===== src/rtl/regfile_access_ctrl.sv =====
// Access controller for a synchronous-read BRAM register file: power-up clear,
// one-cycle-latency dual-operand reads with write forwarding, and a write-back port.
module regfile_access_ctrl #(
  parameter bit CLEAR_ON_RESET = 1'b1
) (
  input  logic        CLK1,
  input  logic        RST1,
  input  logic        REQ_VALID,
  output logic        REQ_READY,
  input  logic [4:0]  REQ_RS1,
  input  logic [4:0]  REQ_RS2,
  output logic        RSP_VALID,
  input  logic        RSP_READY,
  output logic [31:0] RSP_RS1_DATA,
  output logic [31:0] RSP_RS2_DATA,
  input  logic        WR_EN,
  output logic        WR_READY,
  input  logic [4:0]  WR_ADDR,
  input  logic [31:0] WR_DATA,
  output logic [4:0]  A1ADDR,
  output logic [4:0]  A2ADDR,
  input  logic [31:0] A1DATA,
  input  logic [31:0] A2DATA,
  output logic [4:0]  B1ADDR,
  output logic [31:0] B1DATA,
  output logic        B1EN,
  output logic        INIT_DONE
);

  typedef enum logic {ST_CLEAR, ST_RUN} state_e;
  localparam state_e RST_STATE = CLEAR_ON_RESET ? ST_CLEAR : ST_RUN;

  state_e      state_q, state_d;
  logic [4:0]  cnt_q, cnt_d;
  logic        rsp_valid_q, rsp_valid_d;
  logic [4:0]  held_rs1_q, held_rs1_d;
  logic [4:0]  held_rs2_q, held_rs2_d;
  logic        fwd_v_q;
  logic [4:0]  fwd_addr_q;
  logic [31:0] fwd_data_q;
  logic        wr_ok;
  logic        accept;

  // Outputs are also gated by RST1 so nothing is written or accepted while reset is held.
  always_comb begin
    state_d   = state_q;
    cnt_d     = cnt_q;
    B1EN      = 1'b0;
    B1ADDR    = '0;
    B1DATA    = '0;
    wr_ok     = 1'b0;
    REQ_READY = 1'b0;
    INIT_DONE = 1'b0;
    case (state_q)
      ST_CLEAR: begin
        B1EN   = !RST1;
        B1ADDR = cnt_q;
        cnt_d  = cnt_q + 5'd1;
        if (cnt_q == 5'd31) state_d = ST_RUN;
      end
      ST_RUN: begin
        wr_ok     = !RST1;
        INIT_DONE = !RST1;
        REQ_READY = !RST1 && (!rsp_valid_q || RSP_READY);
        B1EN      = WR_EN && wr_ok && (WR_ADDR != 5'd0);
        B1ADDR    = WR_ADDR;
        B1DATA    = WR_DATA;
      end
      default: state_d = RST_STATE;
    endcase
  end

  assign WR_READY = wr_ok;
  assign accept   = REQ_VALID && REQ_READY;

  always_comb begin
    held_rs1_d  = held_rs1_q;
    held_rs2_d  = held_rs2_q;
    rsp_valid_d = rsp_valid_q;
    if (accept) begin
      held_rs1_d  = REQ_RS1;
      held_rs2_d  = REQ_RS2;
      rsp_valid_d = 1'b1;
    end else if (RSP_READY) begin
      rsp_valid_d = 1'b0;
    end
  end

  // The BRAM re-reads the held index every cycle, so a stalled response follows writes.
  assign A1ADDR    = accept ? REQ_RS1 : held_rs1_q;
  assign A2ADDR    = accept ? REQ_RS2 : held_rs2_q;
  assign RSP_VALID = rsp_valid_q;

  always_comb begin
    RSP_RS1_DATA = A1DATA;
    if (held_rs1_q == 5'd0)                          RSP_RS1_DATA = '0;
    else if (fwd_v_q && (fwd_addr_q == held_rs1_q)) RSP_RS1_DATA = fwd_data_q;
  end

  always_comb begin
    RSP_RS2_DATA = A2DATA;
    if (held_rs2_q == 5'd0)                          RSP_RS2_DATA = '0;
    else if (fwd_v_q && (fwd_addr_q == held_rs2_q)) RSP_RS2_DATA = fwd_data_q;
  end

  always_ff @(posedge CLK1 or posedge RST1) begin
    if (RST1) begin
      state_q     <= RST_STATE;
      cnt_q       <= '0;
      rsp_valid_q <= 1'b0;
      held_rs1_q  <= '0;
      held_rs2_q  <= '0;
      fwd_v_q     <= 1'b0;
      fwd_addr_q  <= '0;
      fwd_data_q  <= '0;
    end else begin
      state_q     <= state_d;
      cnt_q       <= cnt_d;
      rsp_valid_q <= rsp_valid_d;
      held_rs1_q  <= held_rs1_d;
      held_rs2_q  <= held_rs2_d;
      fwd_v_q     <= B1EN;
      fwd_addr_q  <= B1ADDR;
      fwd_data_q  <= B1DATA;
    end
  end

endmodule


===== config.mk =====
export PLATFORM = sky130hd
export DESIGN_NAME = regfile_access_ctrl
export DESIGN_NICKNAME = d
export VERILOG_FILES = /design/src/rtl/regfile_access_ctrl.sv
export SDC_FILE = /design/constraint.sdc
export NUM_CORES = 1
export LEC_CHECK = 0
export BUFFER_PORTS_ARGS = -buffer_cell sky130_fd_sc_hd__buf_2
export CAP_MARGIN = 20
export CELL_PAD_IN_SITES_DETAIL_PLACEMENT = 2
export CELL_PAD_IN_SITES_GLOBAL_PLACEMENT = 2
export CORE_ASPECT_RATIO = 0.8
export CORE_MARGIN = 3
export CORE_UTILIZATION = 22
export CTS_BUF_LIST = sky130_fd_sc_hd__clkbuf_4 sky130_fd_sc_hd__clkbuf_8
export DETAILED_ROUTE_END_ITERATION = 7
export PLACE_DENSITY = 0.81
export SLEW_MARGIN = 20
export SYNTH_ARGS = -nofsm -noshare
export SYNTH_HDL_FRONTEND = slang
export SYNTH_SLANG_ARGS = --single-unit

===== constraint.sdc =====
create_clock -name CLK1 -period 2.1 [get_ports CLK1]
set_clock_uncertainty 0.1 [all_clocks]
set_input_delay 0.21 -clock CLK1 [delete_from_list [all_inputs] [get_ports CLK1]]
set_output_delay 0.21 -clock CLK1 [all_outputs]
set_load 0.01 [all_outputs]

Word-level counts from Yosys, hierarchy flattened
Index checks and enable logic that the tools add are counted.
{ "op_classes": {"n_reduce_logical": 13, "muxes": 15, "bitwise_logic": 1, "mul": 0, "magnitude_cmp": 0, "div_mod_pow": 0, "shift": 0, "add_sub_neg": 1, "eq_ne": 3} }
{ "ops": {"columns": ["op", "count"], "rows": [
  ["$mux 32", 5],
  ["$eq 5x5->1", 2],
  ["$logic_not 5->1", 2],
  ["$mux 5", 2],
  ["$pmux 5 s2", 1],
  ["$logic_and 1x1->1", 6],
  ["$mux 1", 6],
  ["$add 5x1->5 const B", 1],
  ["$eq 5x5->1 const B", 1],
  ["$reduce_bool 5->1", 1],
  ["$logic_not 1->1", 2],
  ["$pmux 1 s2", 1],
  ["$reduce_bool 2->1", 1],
  ["$logic_or 1x1->1", 1],
  ["$not 1->1", 1]
]} }
{ "word_totals": {"reg_bits": 55, "latchBits": 0, "out_inout_bits": 116, "mem_bits_ro": 0, "memories": 0, "ram_bits": 0, "word_cells": 41} }

Logic depth before layout (Yosys ltp)
Gate-level depths: netlist of run 1.
{ "logic_depth": {"ltp_word": 6, "ltp_mapped": 6, "ltp_nobuf": 4} }

Worst setup path before layout of run 1
No wires, ideal clock.
{ "synth_timing": {"path_type": "register to output", "start": "register state_q", "end": "output port A1ADDR[0]", "setup_slack_ns": 0.223, "stages_incl_launch_ff": 7, "arrival_ns": 1.567, "cell_sequence": "dfrtp_1 buf_2 and2b_1 and2b_1 nand2_1 buf_2 mux2_2"} }
{ "synth_between": {"elab_chain_cells": 3} }
{ "synth_lines": {"columns": ["element", "line_no", "rtl"], "rows": [
  ["start, declared", "33", "state_e state_q, state_d;"],
  ["start signal, assigned", "117", "state_q <= state_d;"],
  ["$mux 1", "54", "case (state_q)"],
  ["via REQ_READY", "9", "output logic REQ_READY,"],
  ["$logic_and 1x1->1", "74", "assign accept = REQ_VALID && REQ_READY;"],
  ["$mux 5", null, null],
  ["end, declared", "20", "output logic [4:0] A1ADDR,"]
]} }
The timed path passes the listed nets, and every way through them passes these cells.

Final worst setup path of run 1
{ "layout_timing": {"start": "register held_rs2_q[2]", "end": "output port RSP_RS2_DATA[29]"} }
{ "layout_between": {"elab_chain_cells": 4, "elab_cells_between_ends": 5} }
{ "layout_lines": {"columns": ["element", "line_no", "rtl"], "rows": [
  ["start, declared", "37", "logic [4:0] held_rs2_q, held_rs2_d;"],
  ["start signal, assigned", "121", "held_rs2_q <= held_rs2_d;"],
  ["$eq 5x5->1", "103", "else if (fwd_v_q && (fwd_addr_q == held_rs2_q)) RSP_RS2_DATA = fwd_data_q;"],
  ["$logic_and 1x1->1", "103", null],
  ["$mux 32", "103", null],
  ["$mux 32 (*)", "102", "if (held_rs2_q == 5'd0) RSP_RS2_DATA = '0;"],
  ["end, declared", "15", "output logic [31:0] RSP_RS2_DATA,"]
]} }
Every way passes the cells marked *; elsewhere a longest branch is shown, timed or not.

==> results of run 1 <==
-- per-stage QoR --
stage	power [mW]	instances	cell area [um^2]	util, %	setup TNS, ps
floorplan	1.685	375	3218	-	0
global placement	2.120	767	4589	32.94	0
detailed placement	2.169	767	4589	32.94	0
CTS	2.988	787	4959	35.59	-13630
global route	3.153	793	5047	36.23	-21430
finish	2.984	793	5047	36.23	-14050
-- flip-flops by register name, indices dropped and copies added, names as in the netlist --
signal	cells
fwd_data_q	32
state_q	1
held_rs1_q	5
RSP_VALID	1
held_rs2_q	5
cnt_q	5
fwd_v_q	1
fwd_addr_q	5
-- power by group through the flow --
stage | Combinational, mW | Sequential [mW] | Clock, mW
final | 1.11 | 1.21 | 0.659
after global routing | 1.21 | 1.22 | 0.723
after CTS | 1.09 | 1.21 | 0.687
after detailed placement | 0.943 | 1.23 | 0
after global placement | 0.901 | 1.22 | 0
after floorplan | 0.488 | 1.20 | 0
-- cells by family after synthesis --
logic type | share of synthesized area (%)
compound gates | 10.26
xor+xnor | 3.538
fa+ha+maj | 0.7775
buf+inv | 5.638
flops | 42.77
mux | 5.949
simple gates | 31.07
-- layer usage --
layer | share of wire [%] | GRT usage [%] | up-vias
li1 | - | - | 1802
met1 | 43 | 24.08 | 1870
met2 | 50 | 34.53 | 139
met3 | 5.7 | 3.507 | 16
met4 | 1.0 | 2.518 | 0
met5 | 0 | 0 | -
-- cell usage in the layout, fill, tap and decap left out, types with 5 or more instances in the layout --
master    synthesis  routed
buf_6             0      18
and2_1           36      34
o21ai_0          52      46
xor2_1            8       7
nand2_1          67      64
mux2_4            0      10
buf_4             5      22
buf_2            10     221
mux2_2           17       7
xnor2_1           5       5
nand4_1          64      64
clkbuf_8          0       5
o21ai_1          13      19
dfrtp_1          55      55
-- cell type report --
type,instances,area [um^2],area share [%]
clock inverters,3,28.78,0.5702
repair buffers,269,1614,31.98
clock buffers,5,68.82,1.363
well taps,180,225.2,4.462
flip-flops and latches,55,1376,27.27
inverters,1,3.754,0.07437
multi-input cells,280,1730,34.28
-- critical path: cells and delay by family, from the launching register on --
kind,cells,cell delay [ps]
buffers and inverters,3,490
and+or+nand+nor,2,480
DFF,1,430
xor gates and xnor gates,1,190
AOI/OAI and AO/OA,1,120
-- path summary, 6_finish.rpt --
| path | depth (start not counted) | end | slack, ps |
|---|---|---|---|
| max in group asynchronous | 4 | fwd_data_q[11] | 780 |
| worst max-delay path | 7 | RSP_RS2_DATA[29] | -270 |
| worst min-delay path | 2 | fwd_data_q[14] | 10 |
| worst max register to register | 6 | held_rs2_q[4] | 420 |
| worst min register to register | 1 | cnt_q[3] | 430 |
| min in group asynchronous | 3 | held_rs1_q[0] | 410 |
-- repair_timing --
| action | 4_1_cts | 5_1_grt |
|---|---|---|
| hold endpoints to repair | 22 | 0 |
| endpoints found under the setup margin | 74 | 74 |
| pin swaps | 5 | 1 |
| setup buffers | 8 | 5 |
| cloned | 3 | 1 |
| hold buffers | 1 | 0 |
| resized for setup | 46 | 10 |
==> summary.md, run 1 <==
| Metric | Value |
|---|---|
| Die width | 141.2 um |
| Via Count | around 3.8k |
| Number of synthesized flops with an enable pin | 0 |
| Total gr overflow | 0 |
| CP Capture Type | output port |
| Leakage | 2.554 nW |
| Sw frac | 36.28% |
| Primary FF master, synth | dfrtp_1 |
| First-pass GRT wire length | 24090 um |
| CP max-delay cell | dfrtp_1 |
| Diode count | 0 |
| Floorplan row count | 38 |
| Post-synth top area share | between 40% and 50% |
| Post-route ant nets | 0 |
| Hold path start | WR_DATA[14] |
| Clk slew on worst S/H paths | 130 ps |
| Crit start category | register |
| Synthesized area | 0.003218 mm^2 |
| Slew @ Worst Pin | 515.9 ps |
| Critical Setup Path Class | reg2out |
| Maximum fanout along the worst path | 14 |
| PnR worst setup slack | -265.8 ps |
| # DRC | 0 |
| CP cell instances | xor2_1, nor4_4, buf_4, and2_4, buf_8, o21ai_0, buf_2 |
| Fin crit share | 112.7% |
| Final hold vios | 0 |
| Height of the die | roughly 110 um |
| Commonest cells in the netlist | nand2_1 (67), nand4_1 (64), dfrtp_1 (55), o21ai_0 (52), and2_1 (36) |
| Clk root buf | clkbuf_8 |
| Yosys warning count | 0 |
| Maximum VDD drop | 0.3214 mV |
| 1st-pass router iterations | 4 |
| Slew HR | 65.56% |
| Slew Limit Fails | 0 |
| Netlist cell types | 25 |
| Top cells by area, synth | dfrtp_1 (43%), nand4_1 (12%), o21ai_0 (8.1%) |
| Arrival time of the worst setup path | a little over 2000 ps |
| Max Cap Viol | 0 |
| CTS tree | built |
| Seq cells post-synth | 55 |
| Most numerous cell in the Yosys netlist | nand2_1 |
| Post-layout nets | 730 |
| Post-synth ARST share | 100.0% |
| Net load switching power | 1.083 mW |
| Clk pwr share | 22.1% |
| Hold Slack | 12.69 ps |
| Internal power | 1.901 mW |
| Drt total wl | 16160 um |
| Finish-stage setup viols | 74 |
| Fillers | around 1.6k |
| Mapped Cells | 375 |
| Outcome | finished, violations left |
| I/O Buffers | between 200 and 250 |
| Logic pwr share | a little under two fifths |
| Required time of the critical path | 1790 ps |
| RSZ-0062 raised after global routing | true |
| Final min period | 2366 ps |
| Initial Utilization | between 20% and 30% |
| Power Dens Cells | 591.2 mW/mm^2 |
| Share of cells above drive strength 1 | 49.76% |
| Synthesized area per cell | 8.582 um^2 |
| Die Area | 0.01612 mm^2 |
| CTS Buf Count | 5 |
| Vias in the first global route | 4223 |
| WL/cell | 20.38 um |
| Worst R2R Start | state_q |
| All-Layer GR Usage | 18.99% |
| Clock sinks | 55 |
| Boundary Pins | around 230 |
| Crit path launch | held_rs2_q[2] |
| Initial antenna violation count | 0 |
| Dpl hpwl | 12400 um |
| Clk buf depth | 2 |
| Leading area contributor after synthesis | dfrtp_1 |
| Violations in the final reports | negative setup slack |
| Synth-to-Final Area Change | 56.84% |
| Pin count of the biggest net entering global routing | 45 |
| Skew-Pair Late Insertion Delay | 330 ps |
| Setup slack at placement | 32.42 ps |
| Max Fclk | 422.7 MHz |
| Worst path max stage delay | 430 ps |
| DR vias/cell | 4.826 |
| CTS H-tree lvls | 2 |
| Worst hold path type | in2reg |
| Synthesized net count | slightly below 500 |
| Core area | 0.01393 mm^2 |
| Gpl congestion | roughly 0.8 |
| Seq pwr share | 40.5% |
| DRT iter0 DRCs | 106 |
| Seq/Total Area, Yosys | approximately 43% |
Note: power is estimated with default switching activity, not from simulation.
==> run 2, diff against run 1 <==
CORE_UTILIZATION = 21   (was 22)
CTS_BUF_LIST = unset   (was sky130_fd_sc_hd__clkbuf_4 sky130_fd_sc_hd__clkbuf_8)
PLACE_DENSITY = 0.77   (was 0.81)
==> summary.md, run 2 (synthesis results as in run 1) <==
| Metric | Value |
|---|---|
| Outcome | finished, violations left |
| Violations in the final reports | negative setup slack |
| Leading cell type in the layout, fill and taps excluded | buf_2 |
| WL/cell | 19.93 um |
| # DRC | 0 |
| PnR worst setup slack | -154.4 ps |
| Final min period | 2254 ps |
| DRT iter0 DRCs | 130 |
| Post-route ant nets | 0 |
| Dpl hpwl | 12060 um |
| Drt total wl | 15760 um |
| Fin cells | between 700 and 800 |
| Max FFs per register | 32 |
| CTS tree | built |
| Critical Setup Path Class | reg2out |
| CTS H-tree lvls | 2 |
| Clock sinks | 55 |
| Fin crit share | 107.4% |
| Finish-stage setup viols | 65 |
| Final hold vios | 0 |
| Floorplan row count | 39 |
| Height of the die | 116.7 um |
| Max Fclk | 443.6 MHz |
| CP max-delay cell | dfrtp_1 |
| Multi-input logic area | 0.001727 mm^2 |
| Worst path max stage delay | around 420 ps |
| Post-layout nets | 723 |
| Total gr overflow | 0 |
| Clk slew on worst S/H paths | 80 ps |
| Boundary Pins | 232 |
| CP Buf/Inv Count | 3 |
| DR vias/cell | ~4.7 |
| Slew HR | 57.58% |
| RSZ-0062 raised after global routing | true |
| Crit path launch | held_rs1_q[2] |
| Vias in the first global route | 4051 |
| Fillers | 1708 |
| Worst hold path type | in2reg |
| Initial Utilization | 21.98% |
| Required time of the critical path | 1790 ps |
| Maximum fanout along the worst path | 12 |
| CP cell instances | xor2_1, nor4_4, buf_6, and2_4, buf_6, o21ai_0, buf_2 |
| Total Power | 3.269 mW |
| Initial antenna violation count | 1 |
| Worst path top cell family by delay | buffers and inverters |
| I/O Buffers | roughly 230 |
| Cells after DPL | 770 |
| Synth-to-Final Area Change | 58.05% |
| Max Cap Viol | 0 |
| Maximum VDD drop | 0.3477 mV |
| Most common cell on crit path | buf_6 |
| 1st-pass router iterations | 4 |
| All-Layer GR Usage | between 15 and 20% |
| Gpl congestion | 0.7841 |
| CTS Buf Count | 5 |
| CP Capture Type | output port |
| First-pass GRT wire length | roughly 23000 um |
| Worst R2R Start | state_q |
| Share of cells above drive strength 1 | 49.34% |
| Hold path start | WR_DATA[16] |
| Pin count of the biggest net entering global routing | between 40 and 50 |
| Skew-Pair Late Insertion Delay | 290 ps |
| Arrival time of the worst setup path | 1940 ps |
| Core area | 0.01464 mm^2 |
| Slew @ Worst Pin | approximately 640 ps |
| Slew Limit Fails | 0 |
| Leakage | 2.551 nW |
| Largest register by flop count | fwd_data_q |
| Register area | 0.001378 mm^2 |
| Clk root buf | clkbuf_16 |
| Via Count | 3755 |
| Setup tns final | -7645 ps |
| Clk buf depth | 2 |
| Power Dens Cells | 642.8 mW/mm^2 |
| Die Area | 0.01685 mm^2 |
| Die width | around 140 um |
| Crit start category | register |
| Most frequent cells in the layout | buf_2 (221), nand2_1 (64), nand4_1 (64) |
[run 2: cell types whose count changed in the layout (fill, tap and decap cells not counted), sizes merged]
cell	delta
diode	+1
clkbuf	-1
clkinvlp	+1
bufinv	+1
inv	-2
buf	-6
[run 2: through the flow]
stage | util (%) | area, um^2 | setup WS [ps] | hold WS [ps]
global route | 34.74 | 5086 | -254.7 | 44.23
CTS | 34.06 | 4986 | -162.0 | 28.91
global placement | 31.59 | 4624 | 101.5 | 265.3
finish | 34.74 | 5086 | -154.4 | 44.92
detailed placement | 31.59 | 4624 | 62.87 | 267.3
floorplan | - | 3218 | 223.1 | 224.1
[run 2: area by class of cell]
type	instances	share of cell area (%)
multi-input cells	280	33.95
inverters	1	0.07380
repair buffers	262	30.95
diodes	1	0.04920
clock inverters	3	0.9102
well taps	184	4.526
flip-flops and latches	55	27.08
clock buffers	5	2.460
[run 2: layer usage]
layer  GRT usage (%)  vias up  share of wire (%)
met5               0        -                  0
met4           2.237        0               0.37
met3           3.561        5                6.6
met2           31.50      135                 51
met1           23.25     1836                 42
li1                -     1779                  -
[run 2: where the power goes]
part           total [mW]  internal (mW)  switching [mW]
registers            1.21           1.13          0.0752
logic                1.09          0.505           0.589
clock network       0.966          0.568           0.398
[run 2: path summary, 6_finish.rpt]
kind	end	slack, ps	cells past startpoint
min in group asynchronous	cnt_q[4]	530	3
max	RSP_RS1_DATA[29]	-150	7
min	fwd_data_q[16]	40	2
max reg2reg	held_rs1_q[1]	440	6
max in group asynchronous	held_rs1_q[4]	760	4
min reg2reg	cnt_q[3]	410	1
[run 2: what timing repair did]
| item | CTS | global route |
|---|---|---|
| pin swaps | 4 | 4 |
| endpoints found under the hold margin | 26 | 0 |
| setup buffers | 6 | 3 |
| hold buffers | 1 | 0 |
| setup endpoints to repair | 74 | 75 |
| resized for setup | 35 | 24 |
| gates cloned | 3 | 0 |
